--- src/rtl/maze_game_sequencer_if.sv ---
// Controller-side bundle: start button and pointer flags in, pointer restart, overlay selects and status out.
interface maze_game_sequencer_if;
  logic       start_btn;
  logic       lim_ok;
  logic       lim_win;
  logic       ptr_reset;
  logic       play_en;
  logic       scare_on;
  logic       win_on;
  logic [2:0] state;
  logic       tick;
  logic [3:0] crash_cnt;

  modport master (
    input  start_btn, lim_ok, lim_win,
    output ptr_reset, play_en, scare_on, win_on, state, tick, crash_cnt
  );

  modport slave (
    output start_btn, lim_ok, lim_win,
    input  ptr_reset, play_en, scare_on, win_on, state, tick, crash_cnt
  );
endinterface

--- src/rtl/maze_game_sequencer.sv ---
// Maze round controller IDLE->ARM->PLAY->SCARE/WIN->IDLE, pointer flags sampled on a prescaled tick; all outputs registered.
// Define GAME_TIMEOUT_EN to add a PLAY time limit that ends the round as a crash.
module maze_game_sequencer #(
  parameter int TICK_DIV      = 900000,
  parameter int ARM_CYCLES    = 4,
  parameter int HIT_FILTER    = 3,
  parameter int SCARE_TICKS   = 180,
  parameter int WIN_TICKS     = 120,
  parameter int TIMEOUT_TICKS = 3600
) (
  input logic                   clk,
  input logic                   reset,
  maze_game_sequencer_if.master bus
);

  localparam int DW       = (TICK_DIV > 1) ? $clog2(TICK_DIV) : 1;
  localparam int AW       = (ARM_CYCLES > 1) ? $clog2(ARM_CYCLES) : 1;
  localparam int MW       = (HIT_FILTER > 1) ? $clog2(HIT_FILTER) : 1;
  localparam int HOLD_MAX = (SCARE_TICKS > WIN_TICKS) ? SCARE_TICKS : WIN_TICKS;
  localparam int HW       = (HOLD_MAX > 1) ? $clog2(HOLD_MAX) : 1;

  localparam logic [DW-1:0] DIV_LAST   = DW'(TICK_DIV - 1);
  localparam logic [AW-1:0] ARM_LAST   = AW'(ARM_CYCLES - 1);
  localparam logic [MW-1:0] MISS_LAST  = MW'(HIT_FILTER - 1);
  localparam logic [HW-1:0] SCARE_LAST = HW'(SCARE_TICKS - 1);
  localparam logic [HW-1:0] WIN_LAST   = HW'(WIN_TICKS - 1);

`ifdef GAME_TIMEOUT_EN
  localparam int            TW      = (TIMEOUT_TICKS > 1) ? $clog2(TIMEOUT_TICKS) : 1;
  localparam logic [TW-1:0] TO_LAST = TW'(TIMEOUT_TICKS - 1);
`endif

  typedef enum logic [2:0] {
    IDLE  = 3'd0,
    ARM   = 3'd1,
    PLAY  = 3'd2,
    SCARE = 3'd3,
    WIN   = 3'd4
  } state_t;

  state_t        state_q, state_d;
  logic [2:0]    sync_q, sync_d;
  logic [DW-1:0] div_q, div_d;
  logic [AW-1:0] arm_cnt_q, arm_cnt_d;
  logic [MW-1:0] miss_cnt_q, miss_cnt_d;
  logic [HW-1:0] hold_cnt_q, hold_cnt_d;
  logic [3:0]    crash_cnt_q, crash_cnt_d;
  logic          tick_q, tick_d;
  logic          ptr_reset_q, ptr_reset_d;
  logic          play_en_q, play_en_d;
  logic          scare_on_q, scare_on_d;
  logic          win_on_q, win_on_d;
  logic          start_rise;
  logic          crash;
`ifdef GAME_TIMEOUT_EN
  logic [TW-1:0] play_tk_q, play_tk_d;
`endif

  always_comb begin
    // [0],[1] synchronise the raw button; [2] is the edge-detect history
    sync_d      = {sync_q[1:0], bus.start_btn};
    start_rise  = sync_q[1] & ~sync_q[2];
    state_d     = state_q;
    arm_cnt_d   = arm_cnt_q;
    miss_cnt_d  = miss_cnt_q;
    hold_cnt_d  = hold_cnt_q;
    crash_cnt_d = crash_cnt_q;
    crash       = 1'b0;
`ifdef GAME_TIMEOUT_EN
    play_tk_d   = play_tk_q;
`endif

    case (state_q)
      IDLE: begin
        if (start_rise) begin
          state_d   = ARM;
          arm_cnt_d = '0;
        end
      end
      ARM: begin
        if (arm_cnt_q == ARM_LAST) begin
          state_d    = PLAY;
          miss_cnt_d = '0;
          hold_cnt_d = '0;
`ifdef GAME_TIMEOUT_EN
          play_tk_d  = '0;
`endif
        end else begin
          arm_cnt_d = arm_cnt_q + AW'(1);
        end
      end
      PLAY: begin
        if (tick_q) begin
`ifdef GAME_TIMEOUT_EN
          if (play_tk_q != TO_LAST) play_tk_d = play_tk_q + TW'(1);
`endif
          if (bus.lim_win) begin
            state_d = WIN;
`ifdef GAME_TIMEOUT_EN
          end else if (play_tk_q == TO_LAST) begin
            crash = 1'b1;
`endif
          end else if (!bus.lim_ok) begin
            if (miss_cnt_q == MISS_LAST) crash = 1'b1;
            else                         miss_cnt_d = miss_cnt_q + MW'(1);
          end else begin
            miss_cnt_d = '0;
          end
        end
      end
      SCARE, WIN: begin
        if (tick_q) begin
          if (hold_cnt_q == ((state_q == SCARE) ? SCARE_LAST : WIN_LAST)) state_d = IDLE;
          else hold_cnt_d = hold_cnt_q + HW'(1);
        end
      end
      default: state_d = IDLE;
    endcase

    if (crash) begin
      state_d = SCARE;
      if (crash_cnt_q != 4'd15) crash_cnt_d = crash_cnt_q + 4'd1;
    end

    // Prescaler is parked at zero during ARM so PLAY starts on a fresh tick period
    div_d       = (state_q == ARM || div_q == DIV_LAST) ? '0 : div_q + DW'(1);
    tick_d      = (state_d != ARM) && (div_d == DIV_LAST);
    ptr_reset_d = (state_d == IDLE) || (state_d == ARM) || (state_d == SCARE);
    play_en_d   = (state_d == PLAY);
    scare_on_d  = (state_d == SCARE);
    win_on_d    = (state_d == WIN);
  end

  always_ff @(posedge clk or negedge reset) begin
    if (!reset) begin
      state_q     <= IDLE;
      sync_q      <= '0;
      div_q       <= '0;
      arm_cnt_q   <= '0;
      miss_cnt_q  <= '0;
      hold_cnt_q  <= '0;
      crash_cnt_q <= '0;
      tick_q      <= 1'b0;
      ptr_reset_q <= 1'b1;
      play_en_q   <= 1'b0;
      scare_on_q  <= 1'b0;
      win_on_q    <= 1'b0;
`ifdef GAME_TIMEOUT_EN
      play_tk_q   <= '0;
`endif
    end else begin
      state_q     <= state_d;
      sync_q      <= sync_d;
      div_q       <= div_d;
      arm_cnt_q   <= arm_cnt_d;
      miss_cnt_q  <= miss_cnt_d;
      hold_cnt_q  <= hold_cnt_d;
      crash_cnt_q <= crash_cnt_d;
      tick_q      <= tick_d;
      ptr_reset_q <= ptr_reset_d;
      play_en_q   <= play_en_d;
      scare_on_q  <= scare_on_d;
      win_on_q    <= win_on_d;
`ifdef GAME_TIMEOUT_EN
      play_tk_q   <= play_tk_d;
`endif
    end
  end

  assign bus.state     = state_q;
  assign bus.tick      = tick_q;
  assign bus.crash_cnt = crash_cnt_q;
  assign bus.ptr_reset = ptr_reset_q;
  assign bus.play_en   = play_en_q;
  assign bus.scare_on  = scare_on_q;
  assign bus.win_on    = win_on_q;

endmodule

--- src/flat_wrapper.sv ---
// flat-port wrapper written by rule: the top's interface ports become plain ports
module maze_game_sequencer_flat 
#(
  parameter int TICK_DIV      = 900000,
  parameter int ARM_CYCLES    = 4,
  parameter int HIT_FILTER    = 3,
  parameter int SCARE_TICKS   = 180,
  parameter int WIN_TICKS     = 120,
  parameter int TIMEOUT_TICKS = 3600
)
  (clk, reset, bus_start_btn, bus_lim_ok, bus_lim_win, bus_ptr_reset, bus_play_en, bus_scare_on, bus_win_on, bus_state, bus_tick, bus_crash_cnt);
  maze_game_sequencer_if bus_i ();
  input logic clk;
  input logic reset;
  input wire logic [$bits(bus_i.start_btn)-1:0] bus_start_btn;
  input wire logic [$bits(bus_i.lim_ok)-1:0] bus_lim_ok;
  input wire logic [$bits(bus_i.lim_win)-1:0] bus_lim_win;
  output wire logic [$bits(bus_i.ptr_reset)-1:0] bus_ptr_reset;
  output wire logic [$bits(bus_i.play_en)-1:0] bus_play_en;
  output wire logic [$bits(bus_i.scare_on)-1:0] bus_scare_on;
  output wire logic [$bits(bus_i.win_on)-1:0] bus_win_on;
  output wire logic [$bits(bus_i.state)-1:0] bus_state;
  output wire logic [$bits(bus_i.tick)-1:0] bus_tick;
  output wire logic [$bits(bus_i.crash_cnt)-1:0] bus_crash_cnt;
  assign bus_i.start_btn = bus_start_btn;
  assign bus_i.lim_ok = bus_lim_ok;
  assign bus_i.lim_win = bus_lim_win;
  assign bus_ptr_reset = bus_i.ptr_reset;
  assign bus_play_en = bus_i.play_en;
  assign bus_scare_on = bus_i.scare_on;
  assign bus_win_on = bus_i.win_on;
  assign bus_state = bus_i.state;
  assign bus_tick = bus_i.tick;
  assign bus_crash_cnt = bus_i.crash_cnt;
  maze_game_sequencer #(.TICK_DIV(TICK_DIV), .ARM_CYCLES(ARM_CYCLES), .HIT_FILTER(HIT_FILTER), .SCARE_TICKS(SCARE_TICKS), .WIN_TICKS(WIN_TICKS), .TIMEOUT_TICKS(TIMEOUT_TICKS)) u_core (.clk(clk), .reset(reset), .bus(bus_i));
endmodule
--- config.mk ---
export PLATFORM = sky130hd
export DESIGN_NAME = maze_game_sequencer_flat
export DESIGN_NICKNAME = d
export VERILOG_FILES = /design/src/rtl/maze_game_sequencer_if.sv /design/src/rtl/maze_game_sequencer.sv /design/src/flat_wrapper.sv
export SDC_FILE = /design/constraint.sdc
export NUM_CORES = 1
export LEC_CHECK = 0
export CAP_MARGIN = 20
export CELL_PAD_IN_SITES_DETAIL_PLACEMENT = 1
export CELL_PAD_IN_SITES_GLOBAL_PLACEMENT = 1
export CORE_UTILIZATION = 43
export CTS_BUF_LIST = sky130_fd_sc_hd__clkbuf_4 sky130_fd_sc_hd__clkbuf_8
export DETAILED_ROUTE_END_ITERATION = 10
export GPL_TIMING_DRIVEN = 1
export HOLD_SLACK_MARGIN = 0.08
export PLACE_DENSITY_LB_ADDON = 0.1
export REMOVE_ABC_BUFFERS = 1
export SLEW_MARGIN = 20
export SYNTH_ARGS = -nofsm -noshare
export SYNTH_HDL_FRONTEND = slang
export SYNTH_SLANG_ARGS = --single-unit
--- constraint.sdc ---
create_clock -name clk -period 2.1 [get_ports clk]
set_clock_uncertainty 0.2 [all_clocks]
set_input_delay 0.42 -clock clk [delete_from_list [all_inputs] [get_ports clk]]
set_output_delay 0.42 -clock clk [all_outputs]
set_load 0.05 [all_outputs]
==> key figures <==
Setup path
  – Worst Path Max Fanout: 6
  – FF-to-FF End: u_core.hold_cnt_q[3]$_DFFE_PN0P_
  – Crit-path max cell delay: 430 ps
  – FF-to-FF path depth: 7
  – CP Launch Point: u_core.bus.state[2]$_DFF_PN0_
  – Crit path to: u_core.hold_cnt_q[3]$_DFFE_PN0P_
  – Crit end category: flop
  – WP data arrival: 2060 ps
  – Slowest CP cell: dfrtp_1
  – Worst R2R Setup Slack: 50 ps
  – WS Path Type: flop to flop
  – Critical path, cell by cell: buf_6, nand3b_1, mux2_4, a32oi_2, nand4_1, xor2_1, nor2_1
  – Levels on crit path: 7
  – Critical Path RT: 2110 ps
  – Reg2Reg Launch Point: u_core.bus.state[2]$_DFF_PN0_
  – CP Launch Type: flop
  – Buf/Inv on CP: 1
  – Top Family by Delay on Critical Path: flip-flops

Placed design
  – Post-DP HPWL: 4300 microns
  – GPL Wtd Cong: 0.796
  – Post-DP Area: 0.00290 sq mm
  – Buffers on Ports: 16
  – Placed Cells: 365

Yosys
  – Syn Inst Count: 246
  – Top FF cell, synth: dfrtp_1
  – Cell taking the most area after synthesis: dfrtp_1
  – Mapped Area: 0.00240 sq mm
  – Yosys reg bits: 47
  – Synthesized area per cell: 9.78 sq um
  – Sequential area share after synthesis: 49.0%
  – Ys async rst share: 100%
  – Synth top area share: 47.9%
  – Post-synth EDFFs: 0
  – Largest cells by area after synthesis: dfrtp_1, nor2_1, xnor2_1
  – Synthesis Warnings: 0
  – Distinct cells, synth: 44

Routing
  – TritonRoute pass-1 iters: 4
  – Post-DR wirelength/cell: 15.7 microns
  – Initial detailed-routing violation count: 55
  – Detailed-route vias per instance: 5.29
  – Vias: 2,025
  – DRC Markers: 0
  – Final Routed Wirelength: 6020 microns
  – Antenna-violating nets left: 0

Floorplanning
  – Die area: 0.00590 sq mm
  – Core area: 0.00524 sq mm
  – Num ports: 17
  – Row cnt: 26
  – Die H: 76.8 microns
  – Die X: 76.8 microns
  – Initial Util: 45.9%

Cells and area
  – Most frequent cells in the layout: buf_4, dfrtp_1, nor2_1
  – Fillers: 593
  – Fraction of layout cells with a size suffix above 1: 31.0%
  – Commonest non-fill, non-tap cell in the layout: buf_4
  – Final instance area: 0.00317 sq mm
  – Area growth syn-to-layout: 31.9%
  – Nets: 322
  – Antenna cell count: 0
  – Layout Cells excl Fill: 383

Timing
  – Post-layout min period: 2050 ps
  – Fin crit share: 97.4%
  – Rel. slew slack: 65.1%
  – Worst-margin pin slew: 523 ps
  – Fin. max-slew vios: 0
  – Peak Freq: 0.489 GHz
  – Count of final setup violators: 0
  – Hold slack: 161 ps
  – RSZ-0062 raised after global routing: true
  – Final Hold Viols: 0

Clock network
  – CTS max path bufs: 2
  – Clock Latency Late Sink: 310 ps
  – TritonCTS Buffers: 5
  – Reg clk slew, reported paths: 100 ps
  – CTS tree: built
  – Num Clock Sinks: 47
  – Root Buffer: clkbuf_8
  – H-Tree Depth: 2

Outcome
  – Status: finished, final reports clean

Hold path
  – Min-Delay Path Class: flop to flop

Pwr
  – Total power: 1.53 mW
  – PD cells: 483 mW/mm^2
  – VDD IR max: 502 uV
  – Leakage power: 1.42 nW

Global routing
  – First-pass GRT wire length: 10,200 microns
  – Largest net degree at the start of global routing: 28
  – Overflow after GRT: 0
  – Vias in the first global route: 2,168
  – Initial antenna violation count: 0
  – Tot GR Track Use: 22.1%

Job
  – # Max-Cap Violations: 0
## registers in the layout, indices dropped and copies added, names as in the netlist
name,flops
u_core.bus.state,3
u_core.bus.ptr_reset,1
u_core.hold_cnt_q,8
u_core.div_q,20
u_core.sync_q,3
u_core.bus.scare_on,1
u_core.bus.crash_cnt,4
u_core.miss_cnt_q,2
u_core.bus.tick,1
u_core.bus.play_en,1
u_core.arm_cnt_q,2
u_core.bus.win_on,1
## cells by family (layout without fill, tap and decap cells)
kind of cell	after synthesis	count (layout)	synth area share, %
mux	6	6	2.71
compound gates	22	22	6.14
xor+xnor	28	28	10.2
buf+inv	16	83	3.12
simple gates	122	122	26.3
fa+ha+maj	5	5	2.60
flops	47	47	49.0
## stage by stage
stage	utilization [%]	TNS (ps)	worst slack (ps)
after floorplan	-	-1900	-231
final	60.6	0	54.5
after CTS	58.6	-18.1	-18.1
after global routing	60.6	-310	-88.4
after global placement	55.3	-76.0	-76.0
after detailed placement	55.3	-270	-118
## worst min-delay path by stage
stage                                from  depth (start not counted)                              end  slack [ps]
2_1_floorplan                       reset                          0  u_core.arm_cnt_q[0]$_DFFE_PN0P_         -80
5_1_grt        u_core.sync_q[0]$_DFF_PN0_                          0       u_core.sync_q[1]$_DFF_PN0_         170
4_1_cts        u_core.sync_q[0]$_DFF_PN0_                          0       u_core.sync_q[1]$_DFF_PN0_         170
3_5_place_dp   u_core.sync_q[0]$_DFF_PN0_                          0       u_core.sync_q[1]$_DFF_PN0_         150
6_report       u_core.sync_q[0]$_DFF_PN0_                          0       u_core.sync_q[1]$_DFF_PN0_         160
3_3_place_gp   u_core.sync_q[0]$_DFF_PN0_                          0       u_core.sync_q[1]$_DFF_PN0_         150
## worst register-to-register path: stages, from the launching register on
cell      delay (ps)
dfrtp_1          430
buf_6            150
nand3b_1         240
mux2_4           350
a32oi_2          210
nand4_1          140
xor2_1           160
nor2_1            50
## synthesized netlist by cell type, drive strengths merged, types with 3 or more instances
cell	number
nand3b	3
a31oi	3
dfrtp	46
ha	5
mux2	4
xor2	13
a21oi	7
nor3	6
nor4	4
a31o	3
nand3	10
o21ai	5
xnor2	15
nand4	9
inv	9
nor3b	6
nand2	22
nor2	45
buf	5
## report_power, final
group | leakage (nW) | switching (mW) | internal, mW
Sequential | 0.616 | 0.000901 | 0.907
Clock | 0.0474 | 0.325 | 0.269
Combinational | 0.756 | 0.0199 | 0.0112
## layer usage
metal	track usage, %	wire length (microns)
met5	0	0
met4	5.00	100
met3	4.76	143
met2	41.9	3230
met1	25.0	2550
## repair_timing
item | CTS | global route
endpoints found under the setup margin | 4 | 13
pin swaps | 3 | 10
hold endpoints to repair | 19 | 0
hold buffers | 1 | 0
buffers inserted | 4 | 5
resized for setup | 6 | 16
## final cells by class
cell class,instances,area (sq um),area share (%)
multi-input combinational,183,1250,39.3
sequential,47,1180,37.1
timing repair buffer,66,529,16.7
tap,70,87.6,2.76
clock buffer,6,82.6,2.60
inverter,9,33.8,1.06
clock inverter,2,16.3,0.513
Power figures use the tool's default switching activity.
